--- src/rtl/cache_mem_arbiter.sv ---
// Line-fill and write-through arbiter sharing one memory port between I/D caches.
// Optional ARB_ROUND_ROBIN_EN alternates contended fills; default gives D-cache priority.

module cache_mem_arbiter #(
  parameter int LINE_WORDS = 8
) (
  input  logic                          clk_i,
  input  logic                          rst_n_i,
  input  logic                          ic_req_i,
  input  logic [15:0]                   ic_addr_i,
  input  logic                          dc_req_i,
  input  logic [15:0]                   dc_addr_i,
  input  logic                          wr_req_i,
  input  logic [15:0]                   wr_addr_i,
  input  logic [15:0]                   wr_data_i,
  input  logic                          mem_data_valid_i,
  output logic                          ic_grant_o,
  output logic                          dc_grant_o,
  output logic                          ic_data_valid_o,
  output logic                          dc_data_valid_o,
  output logic [$clog2(LINE_WORDS)-1:0] fill_word_o,
  output logic                          ic_done_o,
  output logic                          dc_done_o,
  output logic                          wr_done_o,
  output logic                          mem_enable_o,
  output logic                          mem_wr_o,
  output logic [15:0]                   mem_addr_o,
  output logic [15:0]                   mem_data_out_o
);

  localparam int W = $clog2(LINE_WORDS);
  localparam logic [W:0]   ISS_ONE  = (W+1)'(1);
  localparam logic [W-1:0] RET_ONE  = W'(1);
  localparam logic [W-1:0] RET_LAST = W'(LINE_WORDS - 1);

  typedef enum logic [2:0] {
    S_IDLE,
    S_FILL_I,
    S_FILL_D,
    S_WRITE,
    S_DONE
  } state_e;

  state_e         state_q, state_d;
  logic [W:0]     issue_cnt_q, issue_cnt_d;
  logic [W-1:0]   ret_cnt_q, ret_cnt_d;
  logic [15:0]    addr_q, addr_d;
  logic           owner_q, owner_d;
  logic           ic_grant_q, ic_grant_d;
  logic           dc_grant_q, dc_grant_d;
  logic           dc_wins;
  logic           issuing;

`ifdef ARB_ROUND_ROBIN_EN
  // last_fill_q: 0 = I-cache, 1 = D-cache served most recently
  logic last_fill_q, last_fill_d;
  always_comb dc_wins = dc_req_i & (~ic_req_i | ~last_fill_q);
`else
  always_comb dc_wins = dc_req_i;
`endif

  // Top bit of the issue counter marks all line words issued.
  assign issuing = ~issue_cnt_q[W];

  assign ic_grant_o = ic_grant_q;
  assign dc_grant_o = dc_grant_q;

  always_comb begin
    state_d         = state_q;
    issue_cnt_d     = issue_cnt_q;
    ret_cnt_d       = ret_cnt_q;
    addr_d          = addr_q;
    owner_d         = owner_q;
`ifdef ARB_ROUND_ROBIN_EN
    last_fill_d     = last_fill_q;
`endif
    ic_data_valid_o = 1'b0;
    dc_data_valid_o = 1'b0;
    fill_word_o     = '0;
    ic_done_o       = 1'b0;
    dc_done_o       = 1'b0;
    wr_done_o       = 1'b0;
    mem_enable_o    = 1'b0;
    mem_wr_o        = 1'b0;
    mem_addr_o      = '0;
    mem_data_out_o  = '0;

    unique case (state_q)
      S_IDLE: begin
        if (wr_req_i) begin
          state_d = S_WRITE;
          addr_d  = wr_addr_i;
        end else if (dc_wins) begin
          state_d = S_FILL_D;
          addr_d  = dc_addr_i;
          owner_d = 1'b1;
        end else if (ic_req_i) begin
          state_d = S_FILL_I;
          addr_d  = ic_addr_i;
          owner_d = 1'b0;
        end
      end

      S_FILL_I, S_FILL_D: begin
        fill_word_o = ret_cnt_q;
        if (issuing) begin
          mem_enable_o = 1'b1;
          mem_addr_o   = {addr_q[15:W+1],
                          issue_cnt_q[W-1:0],
                          1'b0};
          issue_cnt_d  = issue_cnt_q + ISS_ONE;
        end
        if (mem_data_valid_i) begin
          ic_data_valid_o = ~owner_q;
          dc_data_valid_o = owner_q;
          ret_cnt_d       = ret_cnt_q + RET_ONE;
          if (ret_cnt_q == RET_LAST) begin
            state_d = S_DONE;
          end
        end
      end

      S_WRITE: begin
        mem_enable_o   = 1'b1;
        mem_wr_o       = 1'b1;
        mem_addr_o     = addr_q;
        mem_data_out_o = wr_data_i;
        wr_done_o      = 1'b1;
        state_d        = S_IDLE;
      end

      S_DONE: begin
        ic_done_o   = ~owner_q;
        dc_done_o   = owner_q;
        issue_cnt_d = '0;
        ret_cnt_d   = '0;
`ifdef ARB_ROUND_ROBIN_EN
        last_fill_d = owner_q;
`endif
        state_d     = S_IDLE;
      end

      default: begin
        state_d = S_IDLE;
      end
    endcase

    // Grants follow the next state so they are flopped alongside it.
    ic_grant_d = (state_d == S_FILL_I) ||
                 ((state_d == S_DONE) && !owner_d);
    dc_grant_d = (state_d == S_FILL_D) ||
                 ((state_d == S_DONE) && owner_d);
  end

  always_ff @(posedge clk_i) begin
    if (!rst_n_i) begin
      state_q     <= S_IDLE;
      issue_cnt_q <= '0;
      ret_cnt_q   <= '0;
      addr_q      <= '0;
      owner_q     <= 1'b0;
      ic_grant_q  <= 1'b0;
      dc_grant_q  <= 1'b0;
`ifdef ARB_ROUND_ROBIN_EN
      last_fill_q <= 1'b0;
`endif
    end else begin
      state_q     <= state_d;
      issue_cnt_q <= issue_cnt_d;
      ret_cnt_q   <= ret_cnt_d;
      addr_q      <= addr_d;
      owner_q     <= owner_d;
      ic_grant_q  <= ic_grant_d;
      dc_grant_q  <= dc_grant_d;
`ifdef ARB_ROUND_ROBIN_EN
      last_fill_q <= last_fill_d;
`endif
    end
  end

endmodule

--- config.mk ---
export PLATFORM = sky130hd
export DESIGN_NAME = cache_mem_arbiter
export DESIGN_NICKNAME = d
export VERILOG_FILES = /design/src/rtl/cache_mem_arbiter.sv
export SDC_FILE = /design/constraint.sdc
export NUM_CORES = 1
export LEC_CHECK = 0
export CORE_MARGIN = 2
export CORE_UTILIZATION = 34
export DETAILED_ROUTE_END_ITERATION = 10
export GPL_TIMING_DRIVEN = 0
export PLACE_DENSITY = 0.78
export SKIP_CTS_REPAIR_TIMING = 1
export SYNTH_ARGS = -nofsm -noshare
export SYNTH_HDL_FRONTEND = slang
export SYNTH_SLANG_ARGS = --single-unit
--- constraint.sdc ---
create_clock -name clk_i -period 1.5 [get_ports clk_i]
set_input_delay 0.15 -clock clk_i [delete_from_list [all_inputs] [get_ports clk_i]]
set_output_delay 0.15 -clock clk_i [all_outputs]
set_load 0.05 [all_outputs]
Word level (Yosys, flattened, before mapping)
Index checks and enable logic that the tools add are counted.
- logic and storage cells: 63
- output and inout port bits: 44
- bits in registers: 29
- input port bits: 70
- bitwise operators: 1
- add/subtract/negate cells: 2
- mux-type cells: 30
- equality and inequality tests: 10
- reductions and logical operators: 12
- operators by type and width (kind ; number):
    two-way mux 16 bit ; 5
    case mux 16 bit (2 select lines) ; 1
    two-way mux 3 bit ; 7
    two-way mux 1 bit ; 12
    case mux 3 bit (2 select lines) ; 2
    == test 3 x 2 -> 1 bit (second input constant) ; 3
    == test 3 bit (second input constant) ; 3
    case mux 4 bit (2 select lines) ; 1
    == test 3 x 1 -> 1 bit (second input constant) ; 2
    AND reduction 2 bit ; 3
    adder 4 x 1 -> 4 bit (second input constant) ; 1
    two-way mux 4 bit ; 1
    inequality test 2 bit (second input constant) ; 2
    adder 3 x 1 -> 3 bit (second input constant) ; 1
    zero test 3 bit ; 1
    nonzero test 3 bit ; 1
    logical AND 1 bit ; 2
    logical OR 1 bit ; 2
    case mux 1 bit (2 select lines) ; 1
    nonzero test 2 bit ; 1
    OR reduction 2 bit ; 1
    zero test 1 bit ; 1
    NOT 1 bit ; 1

Logic depth before layout (Yosys ltp)
- depth after elaboration: 7
- depth in mapped cells: 6
- depth with buffers taken out: 6

Worst setup path after synthesis
OpenSTA, ideal clock, no wires.
- kind: register to output
- start: reg state_q[0]
- end: out mem_addr_o[10]
- buffers on the path: 2
- setup slack: -493 ps
- arrival: 1843 ps
- required time: 1350 ps
- cell stages (with the launch flop): 7
- cells stage by stage: dfxtp_1 > buf_4 > xnor2_2 > nor3_2 > or2_2 > buf_2 > and2_1
- longest elaborated chain between the ends: 3
- elaborated cells between the ends (all ways): 5
- those cells by class: 3 x eq/ne; 1 x mux; 1 x reduce/logical
- RTL lines (item ; line ; text):
    from (decl) ; 44 ; state_e state_q, state_d;
    from (signal assigned) ; 168 ; state_q <= state_d;
    == test 3 x 1 -> 1 bit / == test 3 x 2 -> 1 bit (equally long branches) ; 88 ; unique case (state_q)
    OR reduction 2 bit ; 88 ;
    case mux 16 bit (2 select lines) (*) ; 88 ;
    to (decl) ; 27 ; output logic [15:0] mem_addr_o,
Every way passes the cells marked *; elsewhere a longest branch is shown, timed or not.

Final worst setup path
- start: reg state_q[1]
- end: out mem_addr_o[10]
The elaborated chain is that of the path after synthesis.

==> flow_metrics.py <==
metrics = {
    "sta": {
        "rsz0062_at_grt": "true",
        "maxSlewHeadroom": 0.6637,
        "setup_violations": 57,
        "slew_violations": 0,
        "period_needed_ns": 1.864,
        "hold_viol_final": 0,
        "hold_ws_ns": 0.3660,
        "clock.fmax_ghz": 0.5364,
        "clock_skew_ns": 0.003676,
        "finalWorstSetupSlack_ns": -0.3641,
        "tightest_slew_ns": 0.5037,
        "period_share": 1.243,
    },
    "worst_setup_path": {
        "cp-start-kind": "register",
        "reg2reg_from": "state_q[2]",
        "crit_fanout": 10,
        "worstSetupPathType": "reg2out",
        "endpoint_kind": "output pin",
        "cp.required_ns": 1.35,
        "arrival_ns": 1.71,
        "r2r_cells": 5,
        "regToRegSetupSlack_ns": -0.05,
        "timing.rr.end": "owner_q",
    },
    "synthesis": {
        "yosysUniqueCellTypes": 30,
        "yosys.area.top_type_share": 0.3159,
        "async_flop_share": 0,
        "synth-main-ff-cell": "dfxtp_1",
        "synth_area_leader_cell": "dfxtp_1",
        "syn_inst": 217,
        "synth_nets": 290,
        "synth_warnings": 0,
        "ys_top_cells_by_count": "mux2i_1, and2_1, dfxtp_1, nand2_1, nor2b_1",
        "synth_area_leaders": "dfxtp_1, mux2i_1, and2_1",
        "netlist_area_um2": 1838,
        "synth_edf_count": 0,
        "syn_area_per_cell_um2": 8.470,
        "synth_most_common_cell": "mux2i_1",
        "ys_seq_elements": 29,
        "ys_seq_area_frac": 0.3159,
    },
    "clock_network": {
        "numCtsBuffers": 5,
        "clockBufferDepth": 2,
        "htreeDepth": 2,
        "clk_pin_slew_ns": 0.06,
        "clk_latency_ns": 0.29,
        "clock-root-buffer": "clkbuf_8",
        "clock_sinks": 29,
        "tritoncts": "yes",
    },
    "finish": {
        "area_delta_synth_final_pct": 87.34,
        "drive_above_1_share": 0.3391,
        "finalInstanceArea_um2": 3443,
        "fin_cells": 415,
        "n_antenna_cell": 0,
        "fin_util": 0.6657,
        "nNetsFinal": 417,
        "nFillCells": 426,
    },
    "placement": {
        "place_area_um2": 3152,
        "gp_congestion": 0.7827,
        "io_buffers": 112,
        "dp_hpwl_um": 4173,
        "dp_cells": 399,
    },
    "power": {
        "powerDensity_nw_per_um2": 778.5,
        "peakVddDrop_v": 0.0005242,
        "leakage_nw": 1.560,
    },
    "global_route": {
        "grt_max_degree": 12,
        "antenna_found_initial": 0,
        "track_usage": 0.1787,
        "grt_pass1_vias": 1862,
        "overflow": 0,
        "grt_pass1_wl_um": 8556,
    },
    "die": {
        "initial_utilization": 0.3553,
        "die-height_um": 77.53,
        "die_w_um": 77.53,
        "pin_count": 114,
        "coreArea_um2": 5172,
        "die_area_um2": 6010,
        "num_rows": 26,
    },
    "detailed_routing": {
        "drt-pass1-iter-count": 4,
        "ant_nets": 0,
        "post_drt_via_cell_ratio": 4.537,
        "vias": 1883,
        "routed_wl_um": 5703,
        "drt-initial-drc-count": 86,
        "detail_route.wl_per_cell_um": 13.74,
        "drc": 0,
    },
    "hold_path": {
        "min_to": "addr_q[6]",
        "hold_class": "in2reg",
        "holdCritStartpoint": "wr_req_i",
        "hold_depth": 5,
    },
    "run_status": {
        "violations": "setup timing",
        "outcome": "complete, but fails checks",
    },
    "job": {
        "drv_cap": 0,
    },
}
[cells by family after synthesis]
family	after synthesis	synth area share
simple gates	101	0.3097
flops	29	0.3159
buf+inv	20	0.05854
fa+ha+maj	3	0.02042
compound gates	25	0.08169
xor+xnor	4	0.02315
mux	35	0.1906
[report_power, final]
part           switching [mW]  internal, mW
Clock                   0.307         0.414
Sequential             0.0499         0.836
Combinational           0.512         0.562
Total                   0.869          1.81
[critical path: stages (launching register included)]
cell	delay [ns]
dfxtp_1	0.31
buf_6	0.13
xnor2_4	0.19
nor3_4	0.07
or2_4	0.28
buf_12	0.14
and2_4	0.15
buf_8	0.14
[routing by layer]
layer / global-route usage / wire (um)
met3: 0.04186 / 313
met5: 0 / 0
met4: 0.06607 / 125
met2: 0.3113 / 2882
met1: 0.2131 / 2382
[worst max path at each step]
stage / startpoint / endpoint / slack, ns / cells after the start
after floorplan: state_q[0] / addr_q[0] / -0.03 / 5
after global placement: state_q[1] / mem_addr_o[10] / -0.78 / 7
after detailed placement: state_q[1] / mem_addr_o[10] / -0.81 / 7
after CTS: state_q[1] / mem_addr_o[10] / -1.12 / 7
after global routing: state_q[1] / mem_addr_o[10] / -0.40 / 7
final: state_q[1] / mem_addr_o[10] / -0.36 / 7
[final cells by class]
cell class / count / area, um^2 / share of cell area
multi-input combinational: 168 / 1271 / 0.3692
buffer: 14 / 111.4 / 0.03234
clock inverter: 1 / 5.005 / 0.001453
clock buffer: 7 / 96.34 / 0.02798
timing repair buffer: 122 / 1271 / 0.3692
tap: 70 / 87.58 / 0.02544
sequential: 29 / 585.6 / 0.1701
inverter: 4 / 15.01 / 0.004360
[sequential cells by signal, indices dropped and copies added, names as in the netlist]
name,cells
ic_grant_o,1
ret_cnt_q,3
dc_grant_o,1
state_q,3
issue_cnt_q,4
owner_q,1
addr_q,16
[placed cells by master (no fill, tap or decap), types with 2 or more instances in the layout]
master,instances
clkdlybuf4s50_1,68
mux2i_1,35
buf_6,34
dfxtp_1,27
nand2_1,21
and2_2,19
nor2b_1,18
o21ai_0,17
buf_4,13
and2_4,12
buf_8,9
nor2_1,7
clkbuf_8,7
clkbuf_1,5
inv_1,4
and2_1,3
buf_2,3
xnor2_1,3
ha_1,3
nand2_2,2
nor2_4,2
a22o_2,2
a22o_1,2
nor2_2,2
and3_1,2
nor3_1,2
nand3_1,2
dlymetal6s2s_1,2
[metrics by stage]
stage	setup TNS (ns)	total power [mW]	setup slack [ns]
floorplan	-0.4739	1.512	-0.03018
CTS	-43.97	2.599	-1.118
detailed placement	-34.36	1.879	-0.8059
global placement	-33.11	1.866	-0.7785
global route	-11.37	2.799	-0.3993
finish	-7.404	2.681	-0.3641
Power figures use the tool's default switching activity.
